### src/rtl/nxm_status.sv
`default_nettype none
// ============================================================================
// Module   : nxm_status
// Purpose  : Downstream consumer of the NXM bus monitor. Snapshots the
//            address of every CPU request, latches the address of the first
//            non-existent-memory cycle, keeps sticky error / overflow /
//            saturating event-count status readable and clearable by the CPU,
//            and raises a trap request toward microcode with a req/ack
//            handshake.
// Ports    : clk, rst          - clock, asynchronous active-high reset
//            cpuADDRO[0:35]    - CPU bus address (bits 14:35 are captured)
//            cpuREQO           - CPU bus request
//            nxmINTR           - one-cycle NXM timeout pulse
//            nxmTACK           - trap acknowledge from microcode
//            csrWR             - status write strobe
//            csrDATAI[0:35]    - write data, bit 0 = clear
//            csrDATAO[0:35]    - status read data
//            nxmTRAP           - trap request (level, registered)
//            nxmERR            - sticky error flag
// Revision : 1.0 - initial release
// ============================================================================
module nxm_status #(
  parameter int CNTW   = 4,
  parameter int TRAPEN = 1
) (
  input  logic        clk,
  input  logic        rst,
  input  logic [0:35] cpuADDRO,
  input  logic        cpuREQO,
  input  logic        nxmINTR,
  input  logic        nxmTACK,
  input  logic        csrWR,
  input  logic [0:35] csrDATAI,
  output logic [0:35] csrDATAO,
  output logic        nxmTRAP,
  output logic        nxmERR
);

  typedef enum logic [1:0] {
    IDLE = 2'd0,
    PEND = 2'd1,
    HELD = 2'd2
  } state_t;

  localparam logic [CNTW-1:0] CNT_ONE = CNTW'(1);
  localparam logic [CNTW-1:0] CNT_MAX = {CNTW{1'b1}};

  state_t          state_q, state_d;
  logic            req_dly_q, req_dly_d;
  logic [21:0]     req_addr_q, req_addr_d;
  logic [21:0]     err_addr_q, err_addr_d;
  logic            err_q, err_d;
  logic            ovf_q, ovf_d;
  logic [CNTW-1:0] cnt_q, cnt_d;
  logic            trap_q, trap_d;

  logic            clr;
  logic            first_evt;
  logic            unused_bits;

  // Only the low 22 address bits and the clear bit are architecturally used.
  assign unused_bits = ^{cpuADDRO[0:13], csrDATAI[1:35]};

  assign clr = csrWR & csrDATAI[0];

  // An event counts as "first" when nothing is latched yet, or when a clear
  // lands in the same cycle: the new event wins over the clear.
  assign first_evt = nxmINTR & ((state_q == IDLE) | clr);

  // --------------------------------------------------------------------------
  // Request snapshot: capture the address once per request rising edge.
  // --------------------------------------------------------------------------
  always_comb begin
    req_dly_d  = cpuREQO;
    req_addr_d = req_addr_q;
    if (cpuREQO && !req_dly_q) begin
      req_addr_d = cpuADDRO[14:35];
    end
  end

  // --------------------------------------------------------------------------
  // Status / FSM next-state logic.
  // --------------------------------------------------------------------------
  always_comb begin
    state_d    = state_q;
    err_d      = err_q;
    ovf_d      = ovf_q;
    cnt_d      = cnt_q;
    err_addr_d = err_addr_q;

    if (first_evt) begin
      err_d      = 1'b1;
      ovf_d      = 1'b0;
      cnt_d      = CNT_ONE;
      err_addr_d = req_addr_q;
      state_d    = (TRAPEN != 0) ? PEND : HELD;
    end else if (clr) begin
      // errADDR is deliberately retained so software can still read it.
      err_d   = 1'b0;
      ovf_d   = 1'b0;
      cnt_d   = '0;
      state_d = IDLE;
    end else begin
      case (state_q)
        PEND, HELD: begin
          if (nxmINTR) begin
            ovf_d = 1'b1;
            if (cnt_q != CNT_MAX) begin
              cnt_d = cnt_q + CNT_ONE;
            end
          end
          if ((state_q == PEND) && nxmTACK) begin
            state_d = HELD;
          end
        end
        default: begin
          state_d = state_q;
        end
      endcase
    end

    // Trap is a flop so no combinational path exists from nxmINTR/nxmTACK.
    trap_d = (TRAPEN != 0) && (state_d == PEND);
  end

  always_ff @(posedge clk or posedge rst) begin
    if (rst) begin
      state_q    <= IDLE;
      req_dly_q  <= 1'b0;
      req_addr_q <= '0;
      err_addr_q <= '0;
      err_q      <= 1'b0;
      ovf_q      <= 1'b0;
      cnt_q      <= '0;
      trap_q     <= 1'b0;
    end else begin
      state_q    <= state_d;
      req_dly_q  <= req_dly_d;
      req_addr_q <= req_addr_d;
      err_addr_q <= err_addr_d;
      err_q      <= err_d;
      ovf_q      <= ovf_d;
      cnt_q      <= cnt_d;
      trap_q     <= trap_d;
    end
  end

  // --------------------------------------------------------------------------
  // Read-back word: bit 0 ERR, bit 1 OVF, count MSB-first from bit 2,
  // zero fill up to bit 13, errADDR in 14:35.
  // --------------------------------------------------------------------------
  always_comb begin
    csrDATAO       = '0;
    csrDATAO[0]    = err_q;
    csrDATAO[1]    = ovf_q;
    for (int i = 0; i < CNTW; i++) begin
      csrDATAO[2+i] = cnt_q[CNTW-1-i];
    end
    csrDATAO[14:35] = err_addr_q;
  end

  assign nxmTRAP = trap_q;
  assign nxmERR  = err_q;

`ifndef SYNTHESIS
  always_ff @(posedge clk) begin
    if (!rst && first_evt) begin
      $display("nxm_status: NXM latched, address %06o", req_addr_q);
    end
  end
`endif

endmodule
`default_nettype wire
### config.mk
export PLATFORM = sky130hd
export DESIGN_NAME = nxm_status
export DESIGN_NICKNAME = d
export VERILOG_FILES = /design/src/rtl/nxm_status.sv
export SDC_FILE = /design/constraint.sdc
export NUM_CORES = 1
export LEC_CHECK = 0
export ABC_CLOCK_PERIOD_IN_PS = 1400
export BUFFER_PORTS_ARGS = -buffer_cell sky130_fd_sc_hd__buf_4
export CAP_MARGIN = 20
export CORE_MARGIN = 3
export CORE_UTILIZATION = 42
export CTS_BUF_LIST = sky130_fd_sc_hd__clkbuf_8
export DETAILED_ROUTE_END_ITERATION = 10
export PLACE_DENSITY = 0.77
export SYNTH_ARGS = -nofsm -noshare
export SYNTH_HDL_FRONTEND = slang
export SYNTH_SLANG_ARGS = --single-unit
### constraint.sdc
create_clock -name clk -period 1.4 [get_ports clk]
set_input_delay 0.07 -clock clk [delete_from_list [all_inputs] [get_ports clk]]
set_output_delay 0.07 -clock clk [all_outputs]
set_load 0.03 [all_outputs]
After elaboration in Yosys (flattened, before gate mapping)
Cells that the tools add are included.

Register bits after elaboration: 54. Bits in latches: 0. Memory bits (writable): 0. Bits in read-only memories: 0. Input bits: 78. Output and inout bits: 38. Word-level logic and storage cells: 42. Memories kept: 0.

Add/sub/neg operators: 1. Multipliers: 0. Div/mod/pow operators: 0. $lt $le $gt $ge: 0. Eq/ne operators: 4. Shift-type cells: 0. Muxes and demuxes: 15. Bitwise operators: 3. Reduce and logical (&&, ||, !) cells: 11.

Operator list (count): $mux W4 (5); $reduce_bool A3 Y1 (3); $mux W2 (4); $mux W1 (6); $add A4 B1 Y4 const B (1); $eq A2 B1 Y1 const B (2); $ne A4 B4 Y1 const B (1); $reduce_and A3 Y1 (1); $and A1 B1 Y1 (2); $eq A2 B2 Y1 const B (1); $logic_and A1 B1 Y1 (2); $logic_not A2 Y1 (1); $reduce_and A2 Y1 (1); $reduce_bool A2 Y1 (1); $reduce_or A2 Y1 (1); $logic_not A1 Y1 (1); $or A1 B1 Y1 (1).

Longest topological paths before layout
Gate-level depths: netlist of run 1.

Word-level depth: 7. Gate-level depth with buffers: 6. Mapped depth without buffers: 5.

Least setup slack after synthesis of run 1
OpenSTA, ideal clock, no wires.

Kind: register to register. Start: register state_q[0]. End: register err_addr_q[0]. Data arrival time: 1.358 ns. Data required time: 1.275 ns. Setup slack: -0.083 ns. Stages on the path, launching flop included: 7. Cells stage by stage: dfrtp_1 > inv_1 > ha_1 > a21o_4 > nand2_4 > buf_6 > mux2_4.

Word-level cells in the longest chain between the ends: 3.

Ends and longest elaborated chain: from (decl) (line 48) `state_t state_q, state_d;`; from (signal assigned) (line 137) `state_q <= state_d;`; $logic_not A2 Y1 (line 68) `assign first_evt = nxmINTR & ((state_q == IDLE) | clr);`; $or A1 B1 Y1 (line 68); $and A1 B1 Y1 (line 68); to (signal assigned) (line 140) `err_addr_q <= err_addr_d;`; to (decl) (line 51) `logic [21:0] err_addr_q, err_addr_d;`.

No other way between the ends. A chain may end at the register's enable or synchronous reset.

Worst setup path in the final report of run 1
Start: register state_q[0]. End: register err_addr_q[18].

The elaborated chain is that of the path after synthesis.

==> summary.md, run 1 <==
| Metric | Value |
|---|---|
| Outcome | `complete, but fails checks` |
| Failing checks | `negative setup slack` |
| CP Cell Sequence | `inv_1 > ha_4 > a21o_4 > nand2_8 > buf_6 > mux2_4` |
| Critical Path RT | `1.59 ns` |
| Finish-stage setup viols | `21` |
| Final net count | `335` |
| CP max-delay cell | `dfrtp_1` |
| Final Cell Area | `3280 sq um` |
| Global Route met1 Usage | `19.1%` |
| Die area | `6450 sq um` |
| Max VDD drop | `0.996 mV` |
| Post-DP HPWL | `3230 um` |
| Leakage | `0.00159 uW` |
| Routed WL per cell | `14.4 um` |
| Largest net degree at the start of global routing | `32` |
| R2r endpoint | `err_addr_q[18]` |
| Placed instance count | `290` |
| Async SR Flop Fraction | `100%` |
| Tmin final | `1.45 ns` |
| Syn_area_per_cell | `14.5 sq um` |
| Pins Over Slew Limit | `0` |
| GR met2 Demand/Resource | `27.7%` |
| RSZ-0062 raised after global routing | `true` |
| RR Startpoint | `state_q[0]` |
| Die X-Extent | `80.3 um` |
| Htree depth | `2` |
| Fin Clk Skew | `0.0106 ns` |
| DR vias/cell | `4.83` |
| Final period util | `103%` |
| Ys Warns | `0` |
| CP top delay family | `flip-flops` |
| Final Power | `6600 uW` |
| Initial DRC count | `79` |
| Bufs and invs on worst path | `2` |
| Post-synthesis cell type count | `28` |
| Placer Congestion | `0.848` |
| Initial core utilization | `44.3%` |
| Post-synth top cells | `dfrtp_1, mux2_2, mux2_4` |
| Antenna viol nets, final | `0` |
| Core area | `5240 sq um` |
| DR DRC count | `0` |
| Synth area leader | `dfrtp_1` |
| CTS tree | `done` |
| Top Usage Layer GRT | `met2` |
| WS Path Type | `flip-flop to flip-flop` |
| Mapped Cells | `160` |
| CTS buffer count | `5` |
| Max stage delay on crit path | `0.36 ns` |
| Die Ht | `80.3 um` |
| Clk slew on worst S/H paths | `0.09 ns` |
| Vias in the first global route | `1,574` |
| Later-pin clock latency in the skew report | `0.31 ns` |
| Top FF cell, synth | `dfrtp_1` |
| Mapped cell area | `2320 sq um` |
| Clock sinks | `54` |
| Fin. Hold Viols | `0` |
| Post-route setup TNS | `-0.765 ns` |
| Worst setup EP type | `flip-flop` |
| Final WL | `4670 um` |
| PD cells | `2020 nW/um^2` |
| GRT Total Usage | `15.7%` |
| Max-Cap Viols | `0` |
| R2r setup slk | `-0.05 ns` |
| Root Buffer | `clkbuf_8` |
| CP Depth | `6` |
| Initial antenna violation count | `0` |
| Fin worst setup slack | `-0.0475 ns` |
| Top cell type's share of synthesized area | `58.3%` |
| CP Launch Type | `flip-flop` |
| First-pass GRT wire length | `7660 um` |
| Worst-path fanout max | `5` |
| Gr ovfl total | `0` |
| Num rows | `26` |
| Crit path launch | `state_q[0]` |
| Vias after detailed routing | `1,571` |
| CTS Buffer Depth | `2` |
| Dominant cells by area after synthesis | `dfrtp_1, mux2_2, mux2_4` |
| WP data arrival | `1.64 ns` |
| Total iterations of the first detailed-routing run | `4` |
| Fin cells | `325` |
| Share of layout cells above drive strength 1 | `51.0%` |
| Setup crit end | `err_addr_q[18]` |
| Yosys reg bits | `54` |
| PortBufs | `58` |
| Cell with the most instances after synthesis | `dfrtp_1` |
| Hold Path Class | `input pin to flip-flop` |
| Area overhead of the layout relative to synthesis | `41.2%` |
| N_diodes | `0` |
| I/O pin count | `116` |
| Area post-placement | `2870 sq um` |
| Sequential area share after synthesis | `58.3%` |
| Achievable Freq | `0.691 GHz` |
| Worst R2R Path Depth | `6` |
| Grt met3 use | `3.25%` |
| Post-synth EDFFs | `0` |
## per-stage QoR
stage	hold WS (ns)	utilization [%]	setup WS [ns]
2_1_floorplan	0.101	-	-0.0373
3_3_place_gp	0.143	54.7	-0.0373
5_1_grt	0.0771	62.5	-0.0940
4_1_cts	0.0555	62.4	-0.0712
6_report	0.0717	62.5	-0.0475
3_5_place_dp	0.143	54.7	-0.0735
## placed cells by master, fill, tap and decap left out, types with 5 or more instances in the layout
cell type,instances
nand2_1,8
dlygate4sd3_1,24
mux2_2,23
mux2_4,21
dfrtp_1,54
nand3_1,5
buf_4,67
clkbuf_8,5
conb_1,8
## state kept, by name, summed over array words and instances, names as in the netlist
signal	count
err_addr_q	22
state_q	2
cnt_q	4
nxmTRAP	1
nxmERR	1
req_dly_q	1
ovf_q	1
req_addr_q	22
## worst min path at each step
stage	startpoint	to	slack, ns	depth (start not counted)
2_1_floorplan	cpuREQO	req_dly_q	0.10	0
3_3_place_gp	rst	err_addr_q[21]	0.14	3
4_1_cts	nxmTACK	state_q[1]	0.06	3
5_1_grt	nxmTACK	state_q[1]	0.08	3
6_report	nxmTACK	state_q[1]	0.07	3
3_5_place_dp	rst	req_addr_q[21]	0.14	3
## worst reg2reg max path, delay by kind of cell (launching register included)
family | cells | cell delay, ns
adders and majority gates | 1 | 0.17
and+or+nand+nor | 1 | 0.10
buffers and inverters | 2 | 0.21
muxes | 1 | 0.29
DFF | 1 | 0.36
AOI/OAI and AO/OA | 1 | 0.20
## final cells by class
cell class,instances,area (sq um)
Fill cell,423,1960
Tap cell,70,87.6
Clock buffer,5,68.8
Multi-Input combinational cell,93,890
Clock inverter,3,21.3
Sequential cell,54,1350
Timing Repair Buffer,96,842
Inverter,4,15.0
## per-layer routing
metal | wire (um) | vias up
met2 | 2560 | 49
met5 | 0 | -
met3 | 204 | 5
met1 | 1840 | 785
li1 | - | 732
met4 | 61 | 0
## what timing repair did
| item | CTS | global route |
|---|---|---|
| hold buffers | 24 | 0 |
| endpoints found under the hold margin | 77 | 0 |
| pin swaps | 2 | 1 |
| endpoints found under the setup margin | 21 | 24 |
| cloned | 1 | 0 |
| gates resized for setup | 7 | 2 |
| setup buffers | 2 | 0 |
## power breakdown
part	internal (uW)	switching, uW
registers	2080	308
logic	1660	1690
clock network	352	517
## cell families after synthesis
| logic type | count (synthesis) | synth area share [%] |
|---|---|---|
| other | 1 | 0.162 |
| DFF | 54 | 58.3 |
| AOI/OAI and AO/OA | 11 | 3.40 |
| and+or+nand+nor | 27 | 6.26 |
| adders and majority gates | 3 | 1.62 |
| muxes | 44 | 24.1 |
| buffers and inverters | 20 | 6.20 |
Power figures use the tool's default switching activity.
==> run 2, diff against run 1 <==
CAP_MARGIN = not set   (was 20)
HOLD_SLACK_MARGIN = 0.15   (was not set)
SKIP_LAST_GASP = 1   (was not set)
==> summary.md, run 2 (same netlist as run 1, synthesis figures left out) <==
| Metric | Value |
|---|---|
| Outcome | `complete, but fails checks` |
| Failing checks | `negative setup slack` |
| DR WL met3 | `180 um (-12%)` |
| Initial core utilization | `44.3% (unchanged)` |
| Critical Path RT | `1.59 ns (about the same)` |
| First-pass GRT wire length | `7750 um (+1.2%)` |
| Core area | `5240 sq um (unchanged)` |
| Hold Path Class | `input pin to flip-flop` |
| Most common cell after layout, fill and taps aside | `buf_4` |
| Post-route setup TNS | `-0.801 ns (-0.0359 ns)` |
| Gr ovfl total | `0 (unchanged)` |
| R2r setup slk | `-0.05 ns (about the same)` |
| Htree depth | `2 (unchanged)` |
| Fin Clk Skew | `0.00985 ns (-0.000743 ns)` |
| Leakage | `0.00161 uW (+0.96%)` |
| Final period util | `104% (+0.12 points)` |
| Fin worst setup slack | `-0.0491 ns (-0.00162 ns)` |
| CP max-delay cell | `dfrtp_1` |
| Placer Congestion | `0.848 (unchanged)` |
| Max-Cap Viols | `0 (unchanged)` |
| Antenna viol nets, final | `0 (unchanged)` |
| CTS tree | `done` |
| Placed instance count | `290 (unchanged)` |
| Met2 WL | `2600 um (+1.2%)` |
| N_diodes | `0 (unchanged)` |
| Root Buffer | `clkbuf_8` |
| WS Path Type | `flip-flop to flip-flop` |
| Die area | `6450 sq um (unchanged)` |
| CP top delay family | `flip-flops` |
| Die X-Extent | `80.3 um (unchanged)` |
| Final Cell Area | `3320 sq um (+1.2%)` |
| Clock sinks | `54 (unchanged)` |
| Vias in the first global route | `1,597 (+1.5%)` |
| Top flop regs | `err_addr_q x22, req_addr_q x22, cnt_q x4` |
| Die Ht | `80.3 um (unchanged)` |
| I/O pin count | `116 (unchanged)` |
| Min-delay src | `csrWR` |
| DR vias/cell | `4.79 (-0.84%)` |
| Largest net degree at the start of global routing | `32 (unchanged)` |
| Fin. Hold Viols | `0 (unchanged)` |
| WP data arrival | `1.64 ns (about the same)` |
| DR DRC count | `0 (unchanged)` |
| Routed WL per cell | `14.3 um (-0.22%)` |
| RSZ-0062 raised after global routing | `true` |
| Clk slew on worst S/H paths | `0.09 ns (about the same)` |
| CTS Buffer Depth | `2 (unchanged)` |
| Post-DP HPWL | `3230 um (unchanged)` |
| Pins Over Slew Limit | `0 (unchanged)` |
| Bufs and invs on worst path | `2 (unchanged)` |
| Area overhead of the layout relative to synthesis | `42.9%` |
| Final net count | `339 (+1.2%)` |
| Most frequent cells in the layout | `buf_4, dfrtp_1, dlygate4sd3_1` |
| Initial DRC count | `74 (-6.3%)` |
| Total iterations of the first detailed-routing run | `4 (unchanged)` |
| Area post-placement | `2870 sq um (unchanged)` |
| CTS buffer count | `5 (unchanged)` |
| CP Depth | `6 (unchanged)` |
| Worst setup EP type | `flip-flop` |
| Top Metal Used | `met4` |
| WHS Path Cells | `4 (+1)` |
| Worst hold margin | `0.160 ns (+0.0882 ns)` |
| R2r endpoint | `err_addr_q[18]` |
| GRT Total Usage | `15.9% (+0.19 points)` |
| Max VDD drop | `0.997 mV (+0.15%)` |
| PD cells | `1990 nW/um^2 (-1.1%)` |
| Num rows | `26 (unchanged)` |
| WHS Endpoint | `nxmTRAP` |
| RR Startpoint | `state_q[0]` |
| Final Core Density | `63.3% (+0.76 points)` |
| CP Launch Type | `flip-flop` |
| Initial antenna violation count | `0 (unchanged)` |
| Max stage delay on crit path | `0.36 ns (about the same)` |
| Worst-path fanout max | `5 (unchanged)` |
| Tmin final | `1.45 ns (+0.00162 ns)` |
| Vias after detailed routing | `1,577 (+0.38%)` |
| PortBufs | `58 (unchanged)` |
| Fin cells | `329 (+1.2%)` |
| Share of layout cells above drive strength 1 | `50.2% (-0.79 points)` |
| Finish-stage setup viols | `21 (unchanged)` |
| Later-pin clock latency in the skew report | `0.31 ns (about the same)` |
| Worst R2R Path Depth | `6 (unchanged)` |
| Final WL | `4720 um (+1.0%)` |
| Achievable Freq | `0.690 GHz (-0.11%)` |
| CP Cell Sequence | `inv_1 > ha_4 > a21o_4 > nand2_8 > buf_6 > mux2_4` |
| M1 WL | `1880 um (+2.2%)` |
==> run 2: cell types whose count changed in the layout (fill, tap and decap cells not counted), sizes merged <==
cell	change
dlygate4sd3	+4
==> run 2: tightest hold or removal path, stage by stage <==
cell and delay, ns:
buf_4 0.11, nand2_1 0.11, nand3_1 0.10, nand2_1 0.05
==> run 2: layout make-up <==
cell class / count / area, sq um
Multi-Input combinational cell: 93 / 890
Inverter: 4 / 15.0
Tap cell: 70 / 87.6
Fill cell: 419 / 1920
Sequential cell: 54 / 1350
Clock inverter: 3 / 21.3
Timing Repair Buffer: 100 / 882
Clock buffer: 5 / 68.8
==> run 2: through the flow <==
stage | power (uW) | worst slack [ns]
2_1_floorplan | 4420 | -0.0373
4_1_cts | 6620 | -0.0712
3_3_place_gp | 5410 | -0.0373
5_1_grt | 6980 | -0.0940
3_5_place_dp | 5500 | -0.0735
6_report | 6610 | -0.0491
==> run 2: worst max path at each step <==
stage / start / endpoint / slack (ns)
after floorplan: state_q[0] / err_addr_q[10] / -0.04
after global routing: state_q[1] / err_addr_q[18] / -0.09
final: state_q[0] / err_addr_q[18] / -0.05
after CTS: state_q[0] / err_addr_q[3] / -0.07
after global placement: state_q[1] / err_addr_q[17] / -0.04
after detailed placement: state_q[1] / err_addr_q[9] / -0.07
==> run 2: metal layers <==
metal	track usage, %	up-vias
met5	0	-
met2	28.3	45
li1	-	741
met1	19.2	786
met3	3.25	5
met4	5.07	0
==> run 2: power by group <==
group | switching (uW) | internal [uW] | leakage [uW]
Combinational | 1690 | 1660 | 0.000920
Clock | 517 | 352 | 0.0000441
Sequential | 307 | 2080 | 0.000641
==> run 2: timing repair <==
action	4_1_cts	5_1_grt
resized for setup	7	2
endpoints found under the hold margin	82	0
gates cloned	1	0
hold buffers	28	0
setup endpoints to repair	21	24
pin swaps	2	1
buffers inserted	2	0
